**config.mk**
```make
export PLATFORM = sky130hd
export DESIGN_NAME = tage_branch_queue_flat
export DESIGN_NICKNAME = d
export VERILOG_FILES = /design/src/rtl/tage_branch_queue_if.sv /design/src/rtl/tage_branch_queue.sv /design/src/flat_wrapper.sv
export SDC_FILE = /design/constraint.sdc
export NUM_CORES = 1
export LEC_CHECK = 0
export ABC_AREA = 1
export CORE_UTILIZATION = 45
export CTS_CLUSTER_DIAMETER = 100
export DETAILED_ROUTE_END_ITERATION = 10
export PLACE_DENSITY = 0.62
export SLEW_MARGIN = 0
export SYNTH_ARGS = -nofsm -noshare
export SYNTH_HDL_FRONTEND = slang
export SYNTH_SLANG_ARGS = --single-unit
```
**constraint.sdc**
```tcl
create_clock -name clk -period 3.1 [get_ports clk]
set_input_delay 0.465 -clock clk [delete_from_list [all_inputs] [get_ports clk]]
set_output_delay 0.465 -clock clk [all_outputs]
set_load 0.01 [all_outputs]
```
**src/rtl/tage_branch_queue_if.sv**
```systemverilog
// Signal bundle between the fetch-side predictor, branch resolution and the TAGE update port.
// The queue owns the slave side; the environment that feeds it uses master.
interface tage_branch_queue_if #(
    parameter int DEPTH = 8,
    parameter int PC_W  = 32,
    parameter int CNT_W = 32
) ();
    localparam int OCC_W = $clog2(DEPTH) + 1;

    logic             pred_valid;
    logic             pred_ready;
    logic [PC_W-1:0]  pred_pc;
    logic [1:0]       pred_ctr;
    logic             res_valid;
    logic             res_ready;
    logic             res_taken;
    logic             flush;
    logic             update_valid;
    logic [PC_W-1:0]  update_pc;
    logic             update_taken;
    logic [1:0]       update_pred;
    logic             mispredict;
    logic [OCC_W-1:0] occupancy;
    logic [CNT_W-1:0] stat_branches;
    logic [CNT_W-1:0] stat_mispred;

    modport slave (
        input  pred_valid, pred_pc, pred_ctr, res_valid, res_taken, flush,
        output pred_ready, res_ready, update_valid, update_pc, update_taken,
               update_pred, mispredict, occupancy, stat_branches, stat_mispred
    );

    modport master (
        output pred_valid, pred_pc, pred_ctr, res_valid, res_taken, flush,
        input  pred_ready, res_ready, update_valid, update_pc, update_taken,
               update_pred, mispredict, occupancy, stat_branches, stat_mispred
    );
endinterface

```
**src/rtl/tage_branch_queue.sv**
```systemverilog
// In-order queue pairing predicted branches with their resolved direction and
// producing a registered TAGE update pulse plus saturating branch statistics.
module tage_branch_queue #(
    parameter int DEPTH = 8,
    parameter int PC_W  = 32,
    parameter int CNT_W = 32
) (
    input logic               clk,
    input logic               rst,
    tage_branch_queue_if.slave bus
);
    localparam int AW = $clog2(DEPTH);
    localparam logic [AW:0] CNT_FULL = (AW+1)'(DEPTH);

    logic [PC_W+1:0]  r_mem [DEPTH];
    logic [AW-1:0]    r_head;
    logic [AW-1:0]    r_tail;
    logic [AW:0]      r_count;

    logic             r_upd_valid;
    logic [PC_W-1:0]  r_upd_pc;
    logic             r_upd_taken;
    logic [1:0]       r_upd_pred;
    logic             r_mispredict;
    logic [CNT_W-1:0] r_stat_br;
    logic [CNT_W-1:0] r_stat_mis;

    logic             w_full;
    logic             w_empty;
    logic             w_push;
    logic             w_pop;
    logic             w_mis;
    logic [PC_W+1:0]  w_head_ent;

    assign w_full     = (r_count == CNT_FULL);
    assign w_empty    = (r_count == '0);
    // Flush suppresses both sides so neither the storage nor the update path moves.
    assign w_push     = bus.pred_valid & ~w_full  & ~bus.flush;
    assign w_pop      = bus.res_valid  & ~w_empty & ~bus.flush;
    assign w_head_ent = r_mem[r_head];
    assign w_mis      = w_head_ent[1] ^ bus.res_taken;

    always_ff @(posedge clk) begin
        if (w_push) begin
            r_mem[r_tail] <= {bus.pred_pc, bus.pred_ctr};
        end
    end

    always_ff @(posedge clk or negedge rst) begin
        if (!rst) begin
            r_head  <= '0;
            r_tail  <= '0;
            r_count <= '0;
        end else if (bus.flush) begin
            r_head  <= '0;
            r_tail  <= '0;
            r_count <= '0;
        end else begin
            if (w_push) r_tail <= r_tail + AW'(1);
            if (w_pop)  r_head <= r_head + AW'(1);
            case ({w_push, w_pop})
                2'b10:   r_count <= r_count + (AW+1)'(1);
                2'b01:   r_count <= r_count - (AW+1)'(1);
                default: r_count <= r_count;
            endcase
        end
    end

    // Stats advance on the same edge that raises update_valid, so they already
    // include the branch being reported while the pulse is visible.
    always_ff @(posedge clk or negedge rst) begin
        if (!rst) begin
            r_upd_valid  <= 1'b0;
            r_upd_pc     <= '0;
            r_upd_taken  <= 1'b0;
            r_upd_pred   <= '0;
            r_mispredict <= 1'b0;
            r_stat_br    <= '0;
            r_stat_mis   <= '0;
        end else begin
            r_upd_valid  <= w_pop;
            r_mispredict <= w_pop & w_mis;
            if (w_pop) begin
                r_upd_pc    <= w_head_ent[PC_W+1:2];
                r_upd_pred  <= w_head_ent[1:0];
                r_upd_taken <= bus.res_taken;
                if (!(&r_stat_br)) r_stat_br <= r_stat_br + CNT_W'(1);
                if (w_mis && !(&r_stat_mis)) r_stat_mis <= r_stat_mis + CNT_W'(1);
            end
        end
    end

    assign bus.pred_ready    = ~w_full;
    assign bus.res_ready     = ~w_empty;
    assign bus.update_valid  = r_upd_valid;
    assign bus.update_pc     = r_upd_pc;
    assign bus.update_taken  = r_upd_taken;
    assign bus.update_pred   = r_upd_pred;
    assign bus.mispredict    = r_mispredict;
    assign bus.occupancy     = r_count;
    assign bus.stat_branches = r_stat_br;
    assign bus.stat_mispred  = r_stat_mis;
endmodule

```
**src/flat_wrapper.sv**
```systemverilog
// flat-port wrapper written by rule: the top's interface ports become plain ports
module tage_branch_queue_flat 
#(
    parameter int DEPTH = 8,
    parameter int PC_W  = 32,
    parameter int CNT_W = 32
)
  (clk, rst, bus_pred_valid, bus_pred_pc, bus_pred_ctr, bus_res_valid, bus_res_taken, bus_flush, bus_pred_ready, bus_res_ready, bus_update_valid, bus_update_pc, bus_update_taken, bus_update_pred, bus_mispredict, bus_occupancy, bus_stat_branches, bus_stat_mispred);
  tage_branch_queue_if #(.DEPTH(DEPTH), .PC_W(PC_W), .CNT_W(CNT_W)) bus_i ();
  input logic clk;
  input logic rst;
  input wire logic [$bits(bus_i.pred_valid)-1:0] bus_pred_valid;
  input wire logic [$bits(bus_i.pred_pc)-1:0] bus_pred_pc;
  input wire logic [$bits(bus_i.pred_ctr)-1:0] bus_pred_ctr;
  input wire logic [$bits(bus_i.res_valid)-1:0] bus_res_valid;
  input wire logic [$bits(bus_i.res_taken)-1:0] bus_res_taken;
  input wire logic [$bits(bus_i.flush)-1:0] bus_flush;
  output wire logic [$bits(bus_i.pred_ready)-1:0] bus_pred_ready;
  output wire logic [$bits(bus_i.res_ready)-1:0] bus_res_ready;
  output wire logic [$bits(bus_i.update_valid)-1:0] bus_update_valid;
  output wire logic [$bits(bus_i.update_pc)-1:0] bus_update_pc;
  output wire logic [$bits(bus_i.update_taken)-1:0] bus_update_taken;
  output wire logic [$bits(bus_i.update_pred)-1:0] bus_update_pred;
  output wire logic [$bits(bus_i.mispredict)-1:0] bus_mispredict;
  output wire logic [$bits(bus_i.occupancy)-1:0] bus_occupancy;
  output wire logic [$bits(bus_i.stat_branches)-1:0] bus_stat_branches;
  output wire logic [$bits(bus_i.stat_mispred)-1:0] bus_stat_mispred;
  assign bus_i.pred_valid = bus_pred_valid;
  assign bus_i.pred_pc = bus_pred_pc;
  assign bus_i.pred_ctr = bus_pred_ctr;
  assign bus_i.res_valid = bus_res_valid;
  assign bus_i.res_taken = bus_res_taken;
  assign bus_i.flush = bus_flush;
  assign bus_pred_ready = bus_i.pred_ready;
  assign bus_res_ready = bus_i.res_ready;
  assign bus_update_valid = bus_i.update_valid;
  assign bus_update_pc = bus_i.update_pc;
  assign bus_update_taken = bus_i.update_taken;
  assign bus_update_pred = bus_i.update_pred;
  assign bus_mispredict = bus_i.mispredict;
  assign bus_occupancy = bus_i.occupancy;
  assign bus_stat_branches = bus_i.stat_branches;
  assign bus_stat_mispred = bus_i.stat_mispred;
  tage_branch_queue #(.DEPTH(DEPTH), .PC_W(PC_W), .CNT_W(CNT_W)) u_core (.clk(clk), .rst(rst), .bus(bus_i));
endmodule
```
==> results.txt <==
----------------------------------------------------
[Outcome]
  Run status ... complete, no violations

[Power]
  Sum of internal, switching and leakage power ... 15.1 mW
  P_leak ... 7.55 nW
  Gate power share ... 22.9%
  Share of total power consumed by net switching ... 29.9%
  Power spent charging and discharging nets ... 4.51 mW
  Cell internal power dissipation ... 10.6 mW
  Part of the power in registers ... 41.9%
  Clock power frac ... 35.2%
  Max VDD drop ... 0.486 mV
  Power per Cell Area ... 746 nW/µm²

[Worst setup path]
  Data arrival time at the worst-slack endpoint ... 1.97 ns
  Maximum net fanout on the critical path ... 5
  Largest stage delay on the critical path ... 0.55 ns
  Path type of the worst setup path ... reg2out
  Number of buffers and inverters on the critical path ... 1
  Required time of the worst setup path ... 2.63 ns
  Worst Setup End Kind ... primary output
  Worst Setup Start Kind ... flop
  Top Family by Delay on Critical Path ... buffers and inverters
  Worst path cell trace ... nor2_1 -> nand3_1 -> clkdlybuf4s50_1
  Slowest library cell on the worst path ... sky130_fd_sc_hd__clkdlybuf4s50_1

[Clock network]
  TritonCTS clock tree ... done
  Buffer count from post-CTS setup fixing ... 0
  Sinks on the clock net ... 383
  Number of buffers inserted by hold repair at cts ... 0
  H-tree levels ... 2
  Max clock buf depth ... 3
  Total CTS buffers ... 42
  Post-cts repair resize count ... 0
  Root cell of the clock tree ... sky130_fd_sc_hd__clkbuf_16
  Clock Pin Slew Worst Setup and Hold Paths ... 0.06 ns
  Clock latency on the worst-skew pair ... 0.54 ns

[Yosys]
  Most used flip-flop cell after synthesis ... sky130_fd_sc_hd__edfxtp_1
  Cell types with the largest area share after synthesis ... sky130_fd_sc_hd__edfxtp_1 (49%), sky130_fd_sc_hd__dfrtp_1 (17%), sky130_fd_sc_hd__nand2_1 (8.9%)
  Proportion of netlist area held by the largest area contributor ... 49.2%
  Post-synthesis sequential area ratio ... 66.0%
  Average size of a mapped cell ... 10.5 µm²
  Most frequent cells after synthesis ... sky130_fd_sc_hd__nand2_1 (394), sky130_fd_sc_hd__edfxtp_1 (272), sky130_fd_sc_hd__nor2_1 (232), sky130_fd_sc_hd__o21ai_0 (150), sky130_fd_sc_hd__dfrtp_1 (111)
  Number of synthesized flops with an enable pin ... 272
  Synthesis-stage register bit count ... 383
  Synth Warn # ... 0
  Async set-reset flop share out of synthesis ... 29.0%
  Mapped Nets ... 1625
  Cell type with the largest total area after synthesis ... sky130_fd_sc_hd__edfxtp_1
  Library cells used by synthesis ... 33
  Cell Area, Synth ... 16600 µm²
  Cell count after synthesis ... 1578
  Library cell with the highest instance count after synthesis ... sky130_fd_sc_hd__nand2_1

[Die]
  Placement row count ... 69
  Die area ... 37600 µm²
  Chip Width ... 194 µm
  Number of ports placed on the die boundary ... 147
  Chip Height ... 194 µm
  Area of the core ... 35900 µm²
  Starting Density ... 46.2%

[Placed design]
  HPWL reported at the end of detailed placement ... 24600 µm
  Count of input and output buffers ... 146
  Setup Slack @ Placement ... 0.428 ns
  RD Place Congestion ... 0.873

[Timing]
  Fmax achieved ... 0.411 GHz
  Count of endpoints failing hold in the final timing report ... 0
  Count of endpoints failing setup in the final report ... 0
  Summed negative setup slack over all endpoints ... 0 ns
  Slew margin rel. ... 43.3%
  Final Critical Period ... 2.43 ns
  Worst slew pin tran ... 0.844 ns
  Final hold slack ... 0.00472 ns
  Setup WS post-layout ... 0.667 ns
  Final worst path period share ... 78.5%
  Number of max-slew violations in the final report ... 0
  Unrepaired setup endpoints after global routing ... false
  Final clock skew ... 0.0155 ns

[Global route]
  Largest net degree at the start of global routing ... 112
  Number of global-route vias before repair ... 11900
  GR Util All Layers ... 21.9%
  Overall overflow remaining after global route ... 0
  Wire length of the first global-routing pass ... 65600 µm
  Antenna violations before repair ... 0

[Route]
  Routed WL ... 40900 µm
  Antenna violation net count after detailed routing ... 0
  Post-DR wirelength/cell ... 18.4 µm
  Via count normalized by instance count ... 5.48
  Total number of vias ... 12100
  DRC errors left ... 0
  Starting DRC count in detailed routing ... 864
  First-pass DRT Iterations ... 7

[Layout]
  Antenna fix cells ... 0
  Layout Nets ... 1769
  Fraction of layout instances using a drive strength above 1 ... 7.80%
  Fin util ... 56.3%
  Layout area overhead ... 21.9%
  Area of all sequential standard cells ... 11000 µm²
  Area of the multi-input gates ... 5040 µm²
  Fill count ... 3037

[Min path]
  Class of the tightest hold or removal check ... in2async

[Job]
  Max capacitance violation total ... 0

----------------------------------------------------
## final cells by class
type	count	area share [%]
Tap cell	461	2.85
Timing Repair Buffer	177	9.17
Clock buffer	60	6.18
Multi-Input combinational cell	1038	24.9
Inverter	80	1.50
Clock inverter	18	1.26
Sequential cell	383	54.1
## worst paths after layout
path                                               start                      endpoint  slack, ns  depth (start not counted)
worst max register to register   u_core.bus.occupancy[1]            u_core.r_mem[4][8]       0.72                          7
worst min register to register  u_core.bus.update_pc[25]      u_core.bus.update_pc[25]       0.48                          2
worst min-delay path                                 rst  u_core.bus.stat_branches[13]      0.005                          2
max in group asynchronous                            rst              u_core.r_head[0]       2.56                          2
worst max-delay path             u_core.bus.occupancy[1]                bus_pred_ready       0.67                          3
min in group clk                u_core.bus.update_pc[25]      u_core.bus.update_pc[25]       0.48                          2
## metal layers
metal	wire length [µm]	share of wire [%]	vias to the layer above	global-route usage (%)
li1	-	-	5783	-
met1	18400	45	5956	30.2
met2	19700	48	341	36.5
met3	2050	5.0	62	3.17
met4	772	1.9	0	5.61
met5	0	0	-	0
## placed cells by master (no fill, tap or decap), types with 41 or more instances in the layout
master / netlist / final
sky130_fd_sc_hd__clkbuf_16: 0 / 44
sky130_fd_sc_hd__clkdlybuf4s50_1: 0 / 145
sky130_fd_sc_hd__dfrtp_1: 111 / 109
sky130_fd_sc_hd__edfxtp_1: 272 / 272
sky130_fd_sc_hd__inv_1: 76 / 75
sky130_fd_sc_hd__nand2_1: 394 / 394
sky130_fd_sc_hd__nand3_1: 70 / 70
sky130_fd_sc_hd__nand4_1: 41 / 41
sky130_fd_sc_hd__nor2_1: 232 / 224
sky130_fd_sc_hd__o21ai_0: 150 / 150
sky130_fd_sc_hd__o221ai_1: 59 / 59
## state kept, by name, indices dropped and copies added (netlist names)
| signal | flops |
|---|---|
| u_core.bus.mispredict | 1 |
| u_core.bus.occupancy | 4 |
| u_core.bus.stat_branches | 32 |
| u_core.bus.stat_mispred | 32 |
| u_core.bus.update_pc | 32 |
| u_core.bus.update_pred | 2 |
| u_core.bus.update_taken | 1 |
| u_core.bus.update_valid | 1 |
| u_core.r_head | 3 |
| u_core.r_mem | 272 |
| u_core.r_tail | 3 |
## metrics by stage
stage	area, µm²	cells
floorplan	16600	1578
global placement	18700	2139
detailed placement	18700	2139
CTS	20200	2217
global route	20200	2217
finish	20200	2217
## power groups by stage
stage               sequential [mW]  combinational [mW]  clock, mW
CTS                            6.33                3.50       5.41
global route                   6.39                3.83       5.62
finish                         6.32                3.45       5.31
floorplan                      6.46                1.92          0
global placement               6.42                3.41          0
detailed placement             6.42                3.48          0
## cells by family (layout without fill, tap and decap cells)
kind of cell | Yosys count | count (layout) | share of synthesized area [%]
buffers and inverters | 157 | 335 | 4.01
XOR/XNOR | 25 | 25 | 1.32
AO/OA/AOI/OAI | 242 | 242 | 9.13
AND/OR/NAND/NOR | 764 | 764 | 19.0
adder cells (fa/ha/maj) | 7 | 7 | 0.573
flip-flops | 383 | 383 | 66.0
No activity file was read; power rests on OpenSTA's default activity.
